===== src/rtl/scorpion_param.sv =====
// scorpion_param: danger-reaction FSM that retreats N_RETREAT times, then attacks, darts and recovers.
// State durations are counted in prescaled ticks; a long calm spell in SENSE clears the retreat count.
module scorpion_param #(
    parameter int TICK_DIV  = 50_000_000,
    parameter int N_RETREAT = 2,
    parameter int RETREAT_T = 1,
    parameter int WAIT_T    = 1,
    parameter int ATTACK_T  = 1,
    parameter int DART_T    = 1,
    parameter int RECOVER_T = 1,
    parameter int CALM_T    = 10,
    parameter int TW        = 32
) (
    input  logic       clk,
    input  logic       reset,
    input  logic       danger,
    output logic [3:0] out_state,
    output logic [3:0] round,
    output logic       back,
    output logic       sting,
    output logic       busy
);
    typedef enum logic [3:0] {
        SENSE   = 4'd0,
        RETREAT = 4'd1,
        WAIT    = 4'd2,
        ATTACK  = 4'd3,
        DART    = 4'd4,
        RECOVER = 4'd5
    } state_t;

    localparam logic [TW-1:0] TD = TW'(TICK_DIV - 1);
    localparam logic [TW-1:0] CT = TW'(CALM_T);
    localparam logic [3:0]    NR = 4'(N_RETREAT);

    state_t        state, next;
    logic          s1, d_s, tick, done, calm_hit;
    logic [TW-1:0] pre, tcnt, calm, dur;

    assign tick     = pre == TD;
    assign dur      = state == RETREAT ? TW'(RETREAT_T) :
                      state == WAIT    ? TW'(WAIT_T)    :
                      state == ATTACK  ? TW'(ATTACK_T)  :
                      state == DART    ? TW'(DART_T)    : TW'(RECOVER_T);
    assign done     = tick && tcnt == dur - TW'(1);
    assign calm_hit = CALM_T > 0 && tick && calm == CT - TW'(1);

    always_comb begin
        next = SENSE;
        case (state)
            SENSE:   next = !d_s ? SENSE : (round < NR) ? RETREAT : ATTACK;
            RETREAT: next = done ? WAIT    : RETREAT;
            WAIT:    next = done ? SENSE   : WAIT;
            ATTACK:  next = done ? DART    : ATTACK;
            DART:    next = done ? RECOVER : DART;
            RECOVER: next = done ? SENSE   : RECOVER;
            default: next = SENSE;
        endcase
    end

    // danger wins over a calm clear landing on the same tick: the increment branch comes first
    always_ff @(posedge clk or posedge reset) begin
        if (reset) begin
            state <= SENSE;
            round <= '0;
            s1    <= 1'b0;
            d_s   <= 1'b0;
            pre   <= '0;
            tcnt  <= '0;
            calm  <= '0;
        end else begin
            s1    <= danger;
            d_s   <= s1;
            state <= next;
            pre   <= (next != state || tick) ? '0 : pre + TW'(1);
            tcnt  <= next != state ? '0 : tick ? tcnt + TW'(1) : tcnt;
            calm  <= (state != SENSE || d_s || calm_hit) ? '0 : tick ? calm + TW'(1) : calm;
            if (state == SENSE && d_s && round < NR)
                round <= round + 4'd1;
            else if ((state == RECOVER && next == SENSE) || (state == SENSE && !d_s && calm_hit))
                round <= '0;
        end
    end

    assign out_state = state;
    assign back      = state == RETREAT;
    assign sting     = state == ATTACK || state == DART;
    assign busy      = state != SENSE;
endmodule


===== config.mk =====
export PLATFORM = sky130hd
export DESIGN_NAME = scorpion_param
export DESIGN_NICKNAME = d
export VERILOG_FILES = /design/src/rtl/scorpion_param.sv
export SDC_FILE = /design/constraint.sdc
export NUM_CORES = 1
export LEC_CHECK = 0
export CAP_MARGIN = 20
export CORE_MARGIN = 1
export CORE_UTILIZATION = 30
export DETAILED_ROUTE_END_ITERATION = 8
export GPL_TIMING_DRIVEN = 0
export PLACE_DENSITY = 0.52
export SYNTH_ARGS = -nofsm -noshare
export SYNTH_HDL_FRONTEND = slang
export SYNTH_SLANG_ARGS = --single-unit

===== constraint.sdc =====
create_clock -name clk -period 4.1 [get_ports clk]
set_input_delay 0.82 -clock clk [delete_from_list [all_inputs] [get_ports clk]]
set_output_delay 0.82 -clock clk [all_outputs]
set_load 0.02 [all_outputs]

==> out/metrics.csv <==
stage;metric;value;unit
power;PD cells;356;nW/um2
detailed_routing;Routed WL;13200;um
floorplanning;Ports;14;
sta;setup tns final;0;ps
worst_setup_path;critical path class;reg2reg;
clocking;clock root cell;clkbuf_16;
sta;period utilization;75.5;%
synth;number of synthesized register bits;105;
grt;gr usage total;14.3;%
worst_setup_path;CP Launch Type;flip-flop;
place;Post-DP Area;6130;um2
clocking;H-Tree Depth;3;
sta;max_slew headroom;38.2;%
worst_setup_path;CP Cell Sequence;ha_1 > nand4_1 > nor4_1 > clkbuf_1 > nand4_1 > or3_1 > a21oi_1;
layout;Final Core Density;35.0;%
synth;register area share after synthesis;46.3;%
sta;fin crit period;3100;ps
sta;measured slew at the worst slew-check pin;919;ps
grt;first-pass GRT wire length;22600;um
clocking;CTS Buf Count;9;
floorplanning;Die Span X;140;um
sta;final setup fails;0;
worst_setup_path;Worst Path Arrival;3370;ps
clocking;hold buffers post-CTS;0;
synth;Net Count, Synth;627;
clocking;CTS resizes;0;
detailed_routing;Vias/cell;5.38;
synth;Post-synth EDFFs;0;
sta;RSZ-0062 raised after global routing;false;
grt;GRT overflow;0;
place;HPWL after DPL;9150;um
grt;antenna violations before repair;0;
synth;Top FF cell, synth;dfrtp_1;
detailed_routing;initial drt markers;304;
sta;FMAX;323;MHz
floorplanning;placement row count;49;
layout;Non-Filler Instances;876;
run_status;outcome;finished clean;
floorplanning;Core Region;18300;um2
sta;Slew Viols, Final;0;
worst_setup_path;Required @ worst endpoint;4380;ps
power;Peak supply drop;0.000149;V
worst_setup_path;CP max FO;10;
floorplanning;Die Area;19500;um2
run;maxcap violations;0;
worst_setup_path;Most common cell on crit path;nand4_1;
clocking;post-CTS setup buffers;0;
power;Lkg Pwr;2.44;nW
layout;layout cells sized above 1;5.41;%
detailed_routing;DR WL/cell;15.1;um
worst_setup_path;setup slack, reg-to-reg;1000;ps
worst_setup_path;slowest CP cell;nor4_1;
place;GPL Wtd Cong;0.793;
layout;Antenna Cells;0;
place;DP Cell Count;861;
clocking;clock tree from TritonCTS;built;
clocking;clock sink total;105;
layout;fin nets;652;
worst_setup_path;CP max stage delay;740;ps
worst_setup_path;CP Capture Type;flip-flop;
layout;Post-Layout Inst Area;6390;um2
sta;final hold violation count;0;
detailed_routing;vias;4715;
detailed_routing;Antenna Nets Post-Route;0;
synth;Mapped Area;5680;um2
min_path;Worst Hold Class;reg2reg;
clocking;CTS clk-pin slew, worst paths;70;ps
clocking;Clock Tree Buf Depth;2;
synth;Cell variety after synth;46;
synth;Yosys warnings;0;
floorplanning;Die Height;140;um
synth;Cells after Synth;618;
detailed_routing;drt first pass iters;5;
clocking;later-pin clock latency in the skew report;350;ps
place;Port Buffers;12;
detailed_routing;DRC;0;
synth;fraction of registers with async set/reset;100;%
grt;vias in the first global route;4515;
synth;syn_area_per_cell;9.19;um2
grt;largest net degree at the start of global routing;57;
floorplanning;Initial Util;31.1;%
layout;Synth-to-Final Area Change;12.6;%
sta;Fin Clk Skew;10.5;ps
-- cell type report --
type / instances / area [um2]
clock inverters: 5 / 33.8
inverters: 18 / 70.1
flip-flops and latches: 105 / 2630
fillers: 1858 / 11900
well taps: 229 / 287
multi-input cells: 464 / 2860
repair buffers: 14 / 155
clock buffers: 10 / 229
plain buffers: 31 / 134
-- path summary, 6_finish.rpt --
check,startpoint,endpoint,cells past startpoint
min reg2reg,s1$_DFF_PP0_,d_s$_DFF_PP0_,0
min,s1$_DFF_PP0_,d_s$_DFF_PP0_,0
min in group asynchronous,reset,calm[8]$_DFFE_PP0P_,2
max,pre[0]$_DFF_PP0_,tcnt[31]$_DFFE_PP0P_,7
max reg2reg,pre[0]$_DFF_PP0_,tcnt[31]$_DFFE_PP0P_,7
max in group asynchronous,reset,tcnt[23]$_DFFE_PP0P_,3
-- where the power goes --
group / internal, mW / switching [mW] / total (mW) / leakage [nW]
logic: 0.144 / 0.183 / 0.326 / 0.879
clock network: 0.408 / 0.388 / 0.796 / 0.124
registers: 1.09 / 0.0637 / 1.16 / 1.44
total: 1.64 / 0.634 / 2.28 / 2.44
-- stage by stage --
stage          hold slack [ps]  setup WS, ps  total power, mW
4_1_cts                    393           994             2.32
2_1_floorplan              331           519             1.38
6_report                   392          1000             2.28
3_5_place_dp               389          1040             1.51
5_1_grt                    405           716             2.39
3_3_place_gp               394         -1230             1.49
-- synthesized netlist by cell type (2+ instances only) --
cell type	instances	share of area, %
ha_1	6	1.3
a21oi_1	32	2.8
inv_1	18	1.2
or4_1	19	2.5
or3_4	2	0.40
or2_2	2	0.22
xnor2_1	26	4.0
and4_1	10	1.5
nor4_1	30	3.3
nand3_1	34	3.0
or3_1	13	1.4
clkbuf_1	23	1.5
buf_2	5	0.44
nand2b_1	7	0.77
nor3b_1	3	0.40
o21ai_0	13	1.1
nand2_1	34	2.2
nor4b_1	5	0.77
o31ai_1	21	2.8
mux2i_1	2	0.35
nor4bb_1	2	0.35
xor2_1	35	5.4
and2_1	6	0.66
dfrtp_1	105	46
nor3_1	14	1.2
or4_4	2	0.40
nor2_1	78	5.2
and3_1	9	0.99
nand4_1	45	5.0
-- cell usage in the layout, fill, tap and decap left out, types with 3 or more instances in the layout --
cell type          n
a21oi_1           32
and2_1             6
and3_1             9
and4_1            10
buf_2              5
clkbuf_1          24
clkbuf_16          9
clkdlybuf4s50_1   12
dfrtp_1          105
ha_1               6
inv_1             17
nand2_1           34
nand2b_1           7
nand3_1           34
nand4_1           45
nor2_1            78
nor3_1            14
nor3b_1            3
nor4_1            29
nor4b_1            5
o21ai_0           13
o31ai_1           21
or3_1             13
or4_1             19
xnor2_1           26
xor2_1            35
-- layer usage --
| layer | global-route usage [%] | up-vias | wire [um] |
|---|---|---|---|
| met2 | 22.5 | 94 | 6070 |
| met4 | 4.63 | 0 | 162 |
| met3 | 3.17 | 12 | 506 |
| li1 | - | 2304 | - |
| met1 | 19.4 | 2305 | 6500 |
| met5 | 0 | - | 0 |
-- logic make-up (layout without fill, tap and decap cells) --
group,after synthesis,count (layout),share of synthesized area (%)
AO/OA/AOI/OAI,74,74,7.89
AND/OR/NAND/NOR,320,320,31.2
flip-flops,105,105,46.3
adder cells (fa/ha/maj),6,6,1.32
buffers and inverters,49,78,3.55
other,1,1,0.0660
XOR/XNOR,61,61,9.41
multiplexers,2,2,0.353
-- critical path, delay by kind of cell, from the launching register on --
kind / cells / cell delay [ps]
buffers and inverters: 1 / 460
and+or+nand+nor: 4 / 1780
DFF: 1 / 400
adders and majority gates: 1 / 220
AOI/OAI and AO/OA: 1 / 150
-- registers in the layout, indices dropped and copies added (netlist names) --
| signal | cells |
|---|---|
| calm | 32 |
| pre | 32 |
| tcnt | 32 |
| round | 4 |
| out_state | 3 |
| d_s | 1 |
| s1 | 1 |
No activity file was read; power rests on OpenSTA's default activity.
==> patch, RTL diff (config.mk and constraints unchanged) <==
Set the parameter `TW` to 16 (it was 32).
--- a/src/rtl/scorpion_param.sv
+++ b/src/rtl/scorpion_param.sv
@@ -9,7 +9,7 @@
     parameter int DART_T    = 1,
     parameter int RECOVER_T = 1,
     parameter int CALM_T    = 10,
-    parameter int TW        = 32
+    parameter int TW        = 16
 ) (
     input  logic       clk,
     input  logic       reset,
Function: no difference found for any inputs over 10 cycles, from zero or initial values and one cycle with reset high; that may be too few to reach the edited logic, so the function may still have changed.
==> patch against the unedited design <==
- worst setup slack improved by 0.26 ns
- routed wire length decreased by 53%
- synthesized area decreased by 47%
- cell area decreased by 45%
- sequential cell count decreased by 48
- die area decreased by 47%
- total power decreased by 29%
- first-iteration DRC count decreased by 55%
- critical path type is now reg -> out
==> patch: results (changes against the unedited design) <==
Iter 0 DRT Violations -> 136 (-55%)
worst path arrival time -> 2.02 ns (-1.35 ns)
first drt pass iteration count -> 4 (-1)
Routed WL per cell -> 13.0 µm (-14%)
VDD IR max -> 0.000284 V (+91%)
routed vias/inst -> 4.78 (-11%)
share of layout cells above drive strength 1 -> 8.41% (+3.0 points)
synth unique cells -> 43 (-6.5%)
Nets -> 349 (-46%)
largest net degree at the start of global routing -> 30 (-47%)
Top Registers -> calm: 16 flops, pre: 16 flops, tcnt: 16 flops
Placer Congestion -> 0.801 (+0.96%)
clock skew -> 0.00953 ns (-0.000967 ns)
Global Route Usage Sum -> 13.7% (-0.63 points)
Fillers -> 1055 (-43%)
Slew HR -> 50.9% (+13 points)
Post-DP HPWL -> 4400 µm (-52%)
Lkg Pwr -> 1.47 nW (-40%)
syn_nets -> 325 (-48%)
first-pass GRT wire length -> 10800 µm (-52%)
outcome -> completed
r2r worst-path depth -> 7 (unchanged)
Synth area leaders -> dfrtp_1 (48%), nor2_1 (5.1%), xnor2_1 (5.0%), xor2_1 (4.7%), nand2_1 (3.5%)
Fin Hold WS -> 0.355 ns (-0.0374 ns)
clock root buffer -> clkbuf_8
placed inst area -> 0.00330 mm² (-46%)
synth cell count leaders -> dfrtp_1 (57), nor2_1 (41), nand2_1 (28)
[patch: critical path, cell delays in order, from the launching register on]
cell	delay, ns
dfrtp_1	0.37
clkbuf_1	0.21
nor3_1	0.42
inv_1	0.12
clkdlybuf4s50_1	0.56
[patch: cell families (layout without fill, tap and decap cells)]
kind of cell,Yosys count,count (layout),share of synthesized area (%)
adder cells (fa/ha/maj),6,6,2.51
XOR/XNOR,33,33,9.67
AO/OA/AOI/OAI,36,36,7.66
buffers and inverters,27,56,4.23
flip-flops,57,57,47.7
multiplexers,3,3,1.05
AND/OR/NAND/NOR,153,153,27.1
other,1,1,0.125
[patch: layout make-up]
type                       count  area, µm²  share of cell area (%)
multi-input combinational    232       1440                    40.6
sequential                    57       1430                    40.3
tap                          133        166                    4.70
clock buffer                  11        141                    3.99
timing repair buffer          13        140                    3.96
clock inverter                 5        103                    2.90
buffer                        13       73.8                    2.08
inverter                      14       52.6                    1.48
[patch: worst paths after layout]
kind	end	startpoint
worst max register to register	tcnt[7]$_DFFE_PP0P_	pre[0]$_DFF_PP0_
worst max-delay path	busy	out_state[1]$_DFF_PP0_
worst min-delay path	d_s$_DFF_PP0_	s1$_DFF_PP0_
max in group asynchronous	calm[2]$_DFFE_PP0P_	reset
min in group asynchronous	round[1]$_DFFE_PP0P_	reset
worst min register to register	d_s$_DFF_PP0_	s1$_DFF_PP0_
[patch: stage by stage]
stage          util (%)  setup slack (ns)  instances
2_1_floorplan         -              1.88        316
3_3_place_gp       33.7             0.755        461
3_5_place_dp       33.9              1.46        462
4_1_cts            36.4              1.23        478
5_1_grt            36.4              1.11        478
6_report           36.4              1.26        478
[patch: power breakdown]
group	total [W]	internal, W	switching (W)
Sequential	0.000673	0.000621	0.0000523
Clock	0.000646	0.000419	0.000227
Combinational	0.000300	0.000137	0.000163
[patch: layer usage]
metal	track usage (%)	routed length [µm]	vias to the layer above
li1	-	-	1152
met1	17.4	3110	1095
met2	21.7	2830	32
met3	4.51	182	8
met4	4.95	91	0
met5	0	0	-
